`config.mk`:
```
export PLATFORM = sky130hd
export DESIGN_NAME = mmt_cdc_hs_ctrl
export DESIGN_NICKNAME = d
export VERILOG_FILES = /design/src/rtl/mmt_cdc_hs_ctrl.sv
export SDC_FILE = /design/constraint.sdc
export NUM_CORES = 1
export LEC_CHECK = 0
export BUFFER_PORTS_ARGS = -buffer_cell sky130_fd_sc_hd__buf_2
export CORE_MARGIN = 2
export CORE_UTILIZATION = 55
export DETAILED_ROUTE_END_ITERATION = 8
export PLACE_DENSITY = 0.83
export SETUP_SLACK_MARGIN = 0.2
export SYNTH_ARGS = -nofsm -noshare
export SYNTH_HDL_FRONTEND = slang
export SYNTH_SLANG_ARGS = --single-unit
```
`constraint.sdc`:
```
create_clock -name clk -period 4.8 [get_ports clk]
set_input_delay 0.48 -clock clk [delete_from_list [all_inputs] [get_ports clk]]
set_output_delay 0.48 -clock clk [all_outputs]
set_load 0.01 [all_outputs]
```
`src/rtl/mmt_cdc_hs_ctrl.sv`:
```
`default_nettype none
// ============================================================================
//  Module  : mmt_cdc_hs_ctrl (with helper mmt_sync_single)
//  Brief   : Source-side 2-phase (toggle) req/ack controller for a multi-bit
//            bus crossing into an asynchronous domain. Holds the data bus
//            stable while a transfer is outstanding, synchronises the
//            returning ack, and provides a watchdog plus sticky error flags.
//  Revision: 1.0  initial release
// ============================================================================

// ----------------------------------------------------------------------------
//  mmt_sync_single : single-bit multi-flop synchroniser
// ----------------------------------------------------------------------------
module mmt_sync_single #(
  parameter int Depth      = 3,
  parameter bit AsyncReset = 1'b1,
  parameter bit AsyncSet   = 1'b0
) (
  input  logic clk,
  input  logic rstn,
  input  logic i_d,
  output logic o_q
);

  localparam logic c_rst_val = AsyncSet ? 1'b1 : 1'b0;

  logic [Depth-1:0] r_sync;

  generate
    if (AsyncReset) begin : g_async_rst
      // Shift chain, cleared asynchronously so the output is defined during reset
      always_ff @(posedge clk or negedge rstn) begin
        if (!rstn) r_sync <= {Depth{c_rst_val}};
        else       r_sync <= {r_sync[Depth-2:0], i_d};
      end
    end else begin : g_sync_rst
      // Shift chain, cleared on the next clock edge while reset is held
      always_ff @(posedge clk) begin
        if (!rstn) r_sync <= {Depth{c_rst_val}};
        else       r_sync <= {r_sync[Depth-2:0], i_d};
      end
    end
  endgenerate

  assign o_q = r_sync[Depth-1];

endmodule

// ----------------------------------------------------------------------------
//  mmt_cdc_hs_ctrl : top-level handshake controller
// ----------------------------------------------------------------------------
module mmt_cdc_hs_ctrl #(
  parameter int DataWidth     = 8,
  parameter int SyncDepth     = 3,
  parameter int TimeoutCycles = 64,
  parameter int CntWidth      = 16
) (
  input  logic                 clk,
  input  logic                 rstn,
  input  logic                 src_valid,
  output logic                 src_ready,
  input  logic [DataWidth-1:0] src_data,
  output logic                 xfer_req,
  output logic [DataWidth-1:0] xfer_data,
  input  logic                 xfer_ack,
  output logic                 done,
  output logic                 busy,
  output logic                 timeout_err,
  output logic                 proto_err,
  input  logic                 err_clr,
  output logic [CntWidth-1:0]  xfer_cnt
);

  typedef enum logic [0:0] {
    ST_IDLE     = 1'b0,
    ST_WAIT_ACK = 1'b1
  } state_t;

  state_t               r_state;
  state_t               w_state_nxt;
  logic                 w_accept;
  logic                 w_complete;
  logic                 w_timeout_hit;
  logic                 w_ack_s;
  logic                 r_req;
  logic [DataWidth-1:0] r_data;
  logic                 r_done;
  logic                 r_timeout_err;
  logic                 r_proto_err;
  logic [CntWidth-1:0]  r_cnt;

  // The ack is the only signal crossing in; it touches nothing before this chain
  mmt_sync_single #(
    .Depth      (SyncDepth),
    .AsyncReset (1'b1),
    .AsyncSet   (1'b0)
  ) u_ack_sync (
    .clk  (clk),
    .rstn (rstn),
    .i_d  (xfer_ack),
    .o_q  (w_ack_s)
  );

  // State register
  always_ff @(posedge clk or negedge rstn) begin
    if (!rstn) r_state <= ST_IDLE;
    else       r_state <= w_state_nxt;
  end

  // Next-state decode: accept in IDLE, complete when the synced ack matches req
  always_comb begin
    w_state_nxt = r_state;
    w_accept    = 1'b0;
    w_complete  = 1'b0;
    case (r_state)
      ST_IDLE: begin
        if (src_valid) begin
          w_accept    = 1'b1;
          w_state_nxt = ST_WAIT_ACK;
        end
      end
      ST_WAIT_ACK: begin
        if (w_ack_s == r_req) begin
          w_complete  = 1'b1;
          w_state_nxt = ST_IDLE;
        end
      end
      default: w_state_nxt = ST_IDLE;
    endcase
  end

  // Watchdog: counts waiting cycles, saturating at TimeoutCycles-1; a match on
  // the same edge as expiry wins, so no timeout is flagged in that case
  generate
    if (TimeoutCycles > 0) begin : g_wd
      localparam int c_wd_w = (TimeoutCycles > 1) ? $clog2(TimeoutCycles) : 1;
      localparam logic [c_wd_w-1:0] c_wd_max = c_wd_w'(TimeoutCycles - 1);
      logic [c_wd_w-1:0] r_wd;

      // Watchdog counter, restarted on every accepted word
      always_ff @(posedge clk or negedge rstn) begin
        if (!rstn)
          r_wd <= '0;
        else if (w_accept)
          r_wd <= '0;
        else if ((r_state == ST_WAIT_ACK) && !w_complete && (r_wd != c_wd_max))
          r_wd <= r_wd + c_wd_w'(1);
      end

      assign w_timeout_hit = (r_state == ST_WAIT_ACK) && !w_complete && (r_wd == c_wd_max);
    end else begin : g_no_wd
      assign w_timeout_hit = 1'b0;
    end
  endgenerate

  // Request toggle, held data bus, done pulse and completion counter
  always_ff @(posedge clk or negedge rstn) begin
    if (!rstn) begin
      r_req  <= 1'b0;
      r_data <= '0;
      r_done <= 1'b0;
      r_cnt  <= '0;
    end else begin
      r_done <= w_complete;
      if (w_accept) begin
        r_req  <= ~r_req;
        r_data <= src_data;
      end
      if (w_complete) r_cnt <= r_cnt + CntWidth'(1);
    end
  end

  // Sticky error flags; a set condition outranks a same-cycle clear
  always_ff @(posedge clk or negedge rstn) begin
    if (!rstn) begin
      r_timeout_err <= 1'b0;
      r_proto_err   <= 1'b0;
    end else begin
      if (w_timeout_hit)  r_timeout_err <= 1'b1;
      else if (err_clr)   r_timeout_err <= 1'b0;
      if ((r_state == ST_IDLE) && (w_ack_s != r_req)) r_proto_err <= 1'b1;
      else if (err_clr)                               r_proto_err <= 1'b0;
    end
  end

  assign src_ready   = (r_state == ST_IDLE);
  assign busy        = (r_state == ST_WAIT_ACK);
  assign xfer_req    = r_req;
  assign xfer_data   = r_data;
  assign done        = r_done;
  assign timeout_err = r_timeout_err;
  assign proto_err   = r_proto_err;
  assign xfer_cnt    = r_cnt;

endmodule
`default_nettype wire

```
# Word level (Yosys, flattened, before mapping)
# Cells that the tools add are included.
# Widths: inputs -> output; s select.
classes:
  bitwise: 2
  reduce_logical: 8
  muxes: 11
  n_eq_ne: 4
  addsub: 2
op_table:
  columns: ["operator", "count"]
  rows:
  - ["$add 16x1->16 const B", 1]
  - ["$mux 6", 2]
  - ["$mux 1", 8]
  - ["$add 6x1->6 const B", 1]
  - ["$eq 6x6->1 const B", 1]
  - ["$ne 6x6->1 const B", 1]
  - ["$reduce_bool 2->1", 3]
  - ["$logic_and 1x1->1", 4]
  - ["$not 1->1", 2]
  - ["$pmux 1 s2", 1]
  - ["$eq 1x1->1", 1]
  - ["$logic_not 1->1", 1]
  - ["$ne 1x1->1", 1]
totals:
  output_inout_bits: 30
  ff_bits: 38
  elab_cells: 36
  in_bits: 13

# Logic depth before layout (Yosys ltp)
depth:
  ltp_word: 8
  depth_mapped: 5

# Cells and area by module
# A second synthesis with hierarchy kept.
hier_totals:
  hier_cells: 149
  hier_area_um2: 1595.3
by_module_without_submodules:
  columns: ["module", "cells_per_inst", "area_each_um2", "instances"]
  rows:
  - ["mmt_cdc_hs_ctrl", 146, 1520.2, 1]
  - ["mmt_sync_single", 3, 75.1, 1]

# Worst setup path after synthesis
# OpenSTA, ideal clock, no wires.
synth_path:
  path_kind: "flip-flop to flip-flop"
  start: "register r_req (netlist: xfer_req)"
  end: "register r_cnt[13] (netlist: xfer_cnt[13])"
  required_time_ns: 4.675
  path_stages_with_launch: 5
  period_less_slack_ns: 1.573
  t_arrival_ns: 1.448
  setup_time_ns: 0.125
  setup_slack_ns: 3.227
  path_cell_list: "dfrtp_1 xor2_2 nor4_1 nand3_1 xnor2_1"
synth_via:
  elab_chain_cells: 3
synth_lines:
  columns: ["element", "line_no", "text"]
  rows:
  - ["from (decl)", "85", "logic r_req;"]
  - ["from (signal assigned)", "166", "r_req <= ~r_req;"]
  - ["$eq 1x1->1", "123", "if (w_ack_s == r_req) begin"]
  - ["$mux 1", "123", null]
  - ["$mux 1", "115", "case (r_state)"]
  - ["to (signal assigned)", "169", "if (w_complete) r_cnt <= r_cnt + CntWidth'(1);"]
  - ["to (decl)", "90", "logic [CntWidth-1:0] r_cnt;"]
# No other way between the ends.
# A chain may end at the register's enable or synchronous reset.

# Worst setup path after layout
layout_path:
  start: "register g_wd.r_wd[0]"
  end: "register g_wd.r_wd[5]"
layout_via:
  elab_chain_cells: 3
  elab_cells_between_ends: 6
layout_lines:
  columns: ["element", "line_no", "text"]
  rows:
  - ["from (decl)", "138", "logic [c_wd_w-1:0] r_wd;"]
  - ["from (signal assigned)", "147", "r_wd <= r_wd + c_wd_w'(1);"]
  - ["$add 6x1->6 or $ne 6x6->1 (tied branches)", "147, 146", null]
  - ["$mux 6 or $logic_and 1x1->1 (tied branches)", "146", "else if ((r_state == ST_WAIT_ACK) && !w_complete && (r_wd != c_wd_max))"]
  - ["$mux 6 or $reduce_bool 2->1 (tied branches)", null, null]
# Parallel ways exist; a longest one is shown, timed or not. The select of a mux whose other input is x is not followed.

==> impl_results.md <==
* Post_cts resized at 0
* Synthesized area at approximately 1600 um2
* Drt pass-1 iters at 4
* Sw Share at 37.9%
* Final worst-path cycle share at a little over a third
* Flops & latches, synth at 38
* Min cycle time layout at between 1.5 and 2 ns
* Worst-path clk slew at around 0.11 ns
* Cts hold-fix bufs at 0
* Ys flop type: dfrtp_1
* Setup violations, final at 0
* DIE AREA at 3370 um2
* Class of the worst hold path: input pin to async pin
* Num rows at 19
* Syn-to-layout area delta at 17.8%
* Layout cells sized above 1 at ~28%
* Root Driver: clkbuf_4
* Critical Path Sink Type: register
* Post-DP HPWL at 2230 um
* RePlAce Congestion at slightly below 0.8
* Pwr dens at approximately 500 nW/um2
* Pin count of the biggest net entering global routing at 39
* Logic pwr share at 33.5%
* WHS at between 0.2 and 0.25 ns
* Crit-path max cell delay at just under 0.4 ns
* Total global-route track usage at around a fifth
* Outcome: complete, no violations
* Buffers & Inverters on Critical Path at 0
* FILL cells at 216
* CP max-delay cell: dfrtp_1
* Crit-path cells: ha_1, nand3_1, o211ai_4, mux2_4, a21o_1
* PortBufs at 42
* Initial core utilization at between 50% and 60%
* Cell taking the most area after synthesis: dfrtp_1
* Core box area at between 2000 and 3000 um2
* Leakage power at a little over 0.001 uW
* Clock buffer count from CTS at 5
* Mapped Cells at around 150
* Synth area leaders: dfrtp_1 (59%), nand2_1 (7.7%), xnor2_1 (4.9%), xor2_1 (3.8%), nand3_1 (3.1%)
* Slew margin rel. at 47.1%
* Vias in the first global route at 1141
* ANT cells at 0
* Clock power share at about 16%
* Yosys warns at 0
* Least-Margin Pin Slew at about 0.79 ns
* Internal at about 590 uW
* Flop-to-flop setup slack at around 3.1 ns
* Yosys cell types at 29
* Placed cells at about 220
* Postcts setup bufs at 0
* Req. time, crit path at slightly above 5 ns
* Reg area at ~950 um2
* Max Cap Viol at 0
* Final setup TNS at 0 ns
* Unrepaired setup endpoints after global routing: false
* Final Non-Filler Cells at 225
* Via count at 1231
* H-tree lvl count at 2
* Worst skew pair latency at about 0.34 ns
* Net Sw Power at between 300 and 400 uW
* TritonCTS clock tree: done
* Worst VDD drop at about 0.44 mV
* Post-synth net total at approximately 160
* Routed WL at approximately 3100 um
* Multi-input gate area at about 630 um2
* Clock sinks at 38
* Post-synth EDFFs at 0
* Antenna violations before repair at 0
* Post-synth top area share at between 50% and 60%
* Top cells by count, synth: dfrtp_1 (38), nand2_1 (33), nand3_1 (10)
* CTS Buffer Depth at 2
* Final ANT Viol Nets at 0
* Total gr overflow at 0
* Initial drt markers at 33
* CP Class: register to register
* CP delay by family, top: compound AO/OA/AOI/OAI gates
* FFs w/ async S/R, synth at 100%
* Vias/cell at about 5.5
* Drt wl/cell at 13.6 um
* I/O Pins at 43
* Top-count cell post-synth: dfrtp_1
* Average cell area after synthesis at between 10 and 15 um2
* Final #Nets at roughly 210
* Seq pwr share at just over 50%
* Number of remaining DRC errors at 0
* Die Span X at between 50 and 60 um
* Die Y at 58.0 um
* Peak Freq at about 600 MHz
* First-pass GRT wire length at 5120 um
* Final slew viol count at 0
* Clk_skew at 0.0134 ns
* Final hold viol count at 0
* Max Fanout on Critical Path at 7
* Seq/Total Area, Yosys at 59.2%
* WP data arrival at roughly 1.9 ns
* Crit path launch type: register
per-stage QoR:
step	utilization [%]	worst slack, ns	total power [uW]	cell area, um2
floorplan	-	3.23	682	1610
global placement	67.0	3.19	797	1850
detailed placement	67.0	3.11	812	1850
CTS	68.6	3.10	961	1890
global route	68.6	2.99	1030	1890
finish	68.6	3.10	954	1890
cell families (layout without fill, tap and decap cells):
group / count (synthesis) / in the layout / synth area share [%]
xor gates and xnor gates: 17 / 17 / 9.74
buffers and inverters: 7 / 54 / 1.64
and+or+nand+nor: 69 / 69 / 20.3
muxes: 3 / 3 / 2.26
AOI/OAI and AO/OA: 11 / 11 / 5.30
adders and majority gates: 2 / 2 / 1.56
DFF: 38 / 38 / 59.2
state kept, by name, indices dropped and copies added, names as in the netlist:
register and count:
proto_err 1, u_ack_sync.r_sync 3, timeout_err 1, done 1, xfer_req 1, g_wd.r_wd 6, busy 1, xfer_cnt 16
xfer_data 8
area by class of cell:
| cell class | instances | area share (%) |
|---|---|---|
| multi-input combinational | 102 | 33.2 |
| sequential | 38 | 50.2 |
| clock buffer | 7 | 2.38 |
| inverter | 5 | 0.991 |
| timing repair buffer | 42 | 11.1 |
| tap | 31 | 2.05 |
per-layer routing:
metal	track usage (%)	up-vias	share of wire (%)
li1	-	594	-
met1	27.4	602	43
met2	33.1	30	51
met3	4.69	5	4.7
met4	9.97	0	1.8
met5	0	-	0
power groups by stage:
stage	Combinational [uW]	Clock (uW)	Sequential, uW
3_3_place_gp	313	0	483
6_report	319	150	485
3_5_place_dp	322	0	489
2_1_floorplan	166	0	516
5_1_grt	361	166	499
4_1_cts	324	154	484
placed cells by master, fill, tap and decap left out, types with 4 or more instances in the layout:
cell / Yosys / layout
nor2_1: 5 / 5
nand2_1: 33 / 33
buf_2: 0 / 42
xor2_1: 7 / 7
and3_1: 4 / 4
nand4_1: 7 / 7
dfrtp_1: 38 / 38
o21ai_0: 4 / 4
inv_1: 5 / 5
nand3_1: 10 / 10
xnor2_1: 9 / 9
clkbuf_4: 0 / 5
worst reg2reg max path: stages (launching register included):
cell	delay, ns
dfrtp_1	0.39
ha_1	0.20
nand3_1	0.19
o211ai_4	0.32
mux2_4	0.33
a21o_1	0.17
final timing paths:
check	start	endpoint	cells past startpoint
worst max-delay path	g_wd.r_wd[0]	g_wd.r_wd[5]	5
worst min-delay path	rstn	g_wd.r_wd[1]	1
worst max register to register	g_wd.r_wd[0]	g_wd.r_wd[5]	5
worst min register to register	u_ack_sync.r_sync[1]	u_ack_sync.r_sync[2]	0
max in group asynchronous	rstn	xfer_cnt[2]	1
min in group clk	xfer_ack	u_ack_sync.r_sync[0]	1
Note: power is estimated with default switching activity, not from simulation.
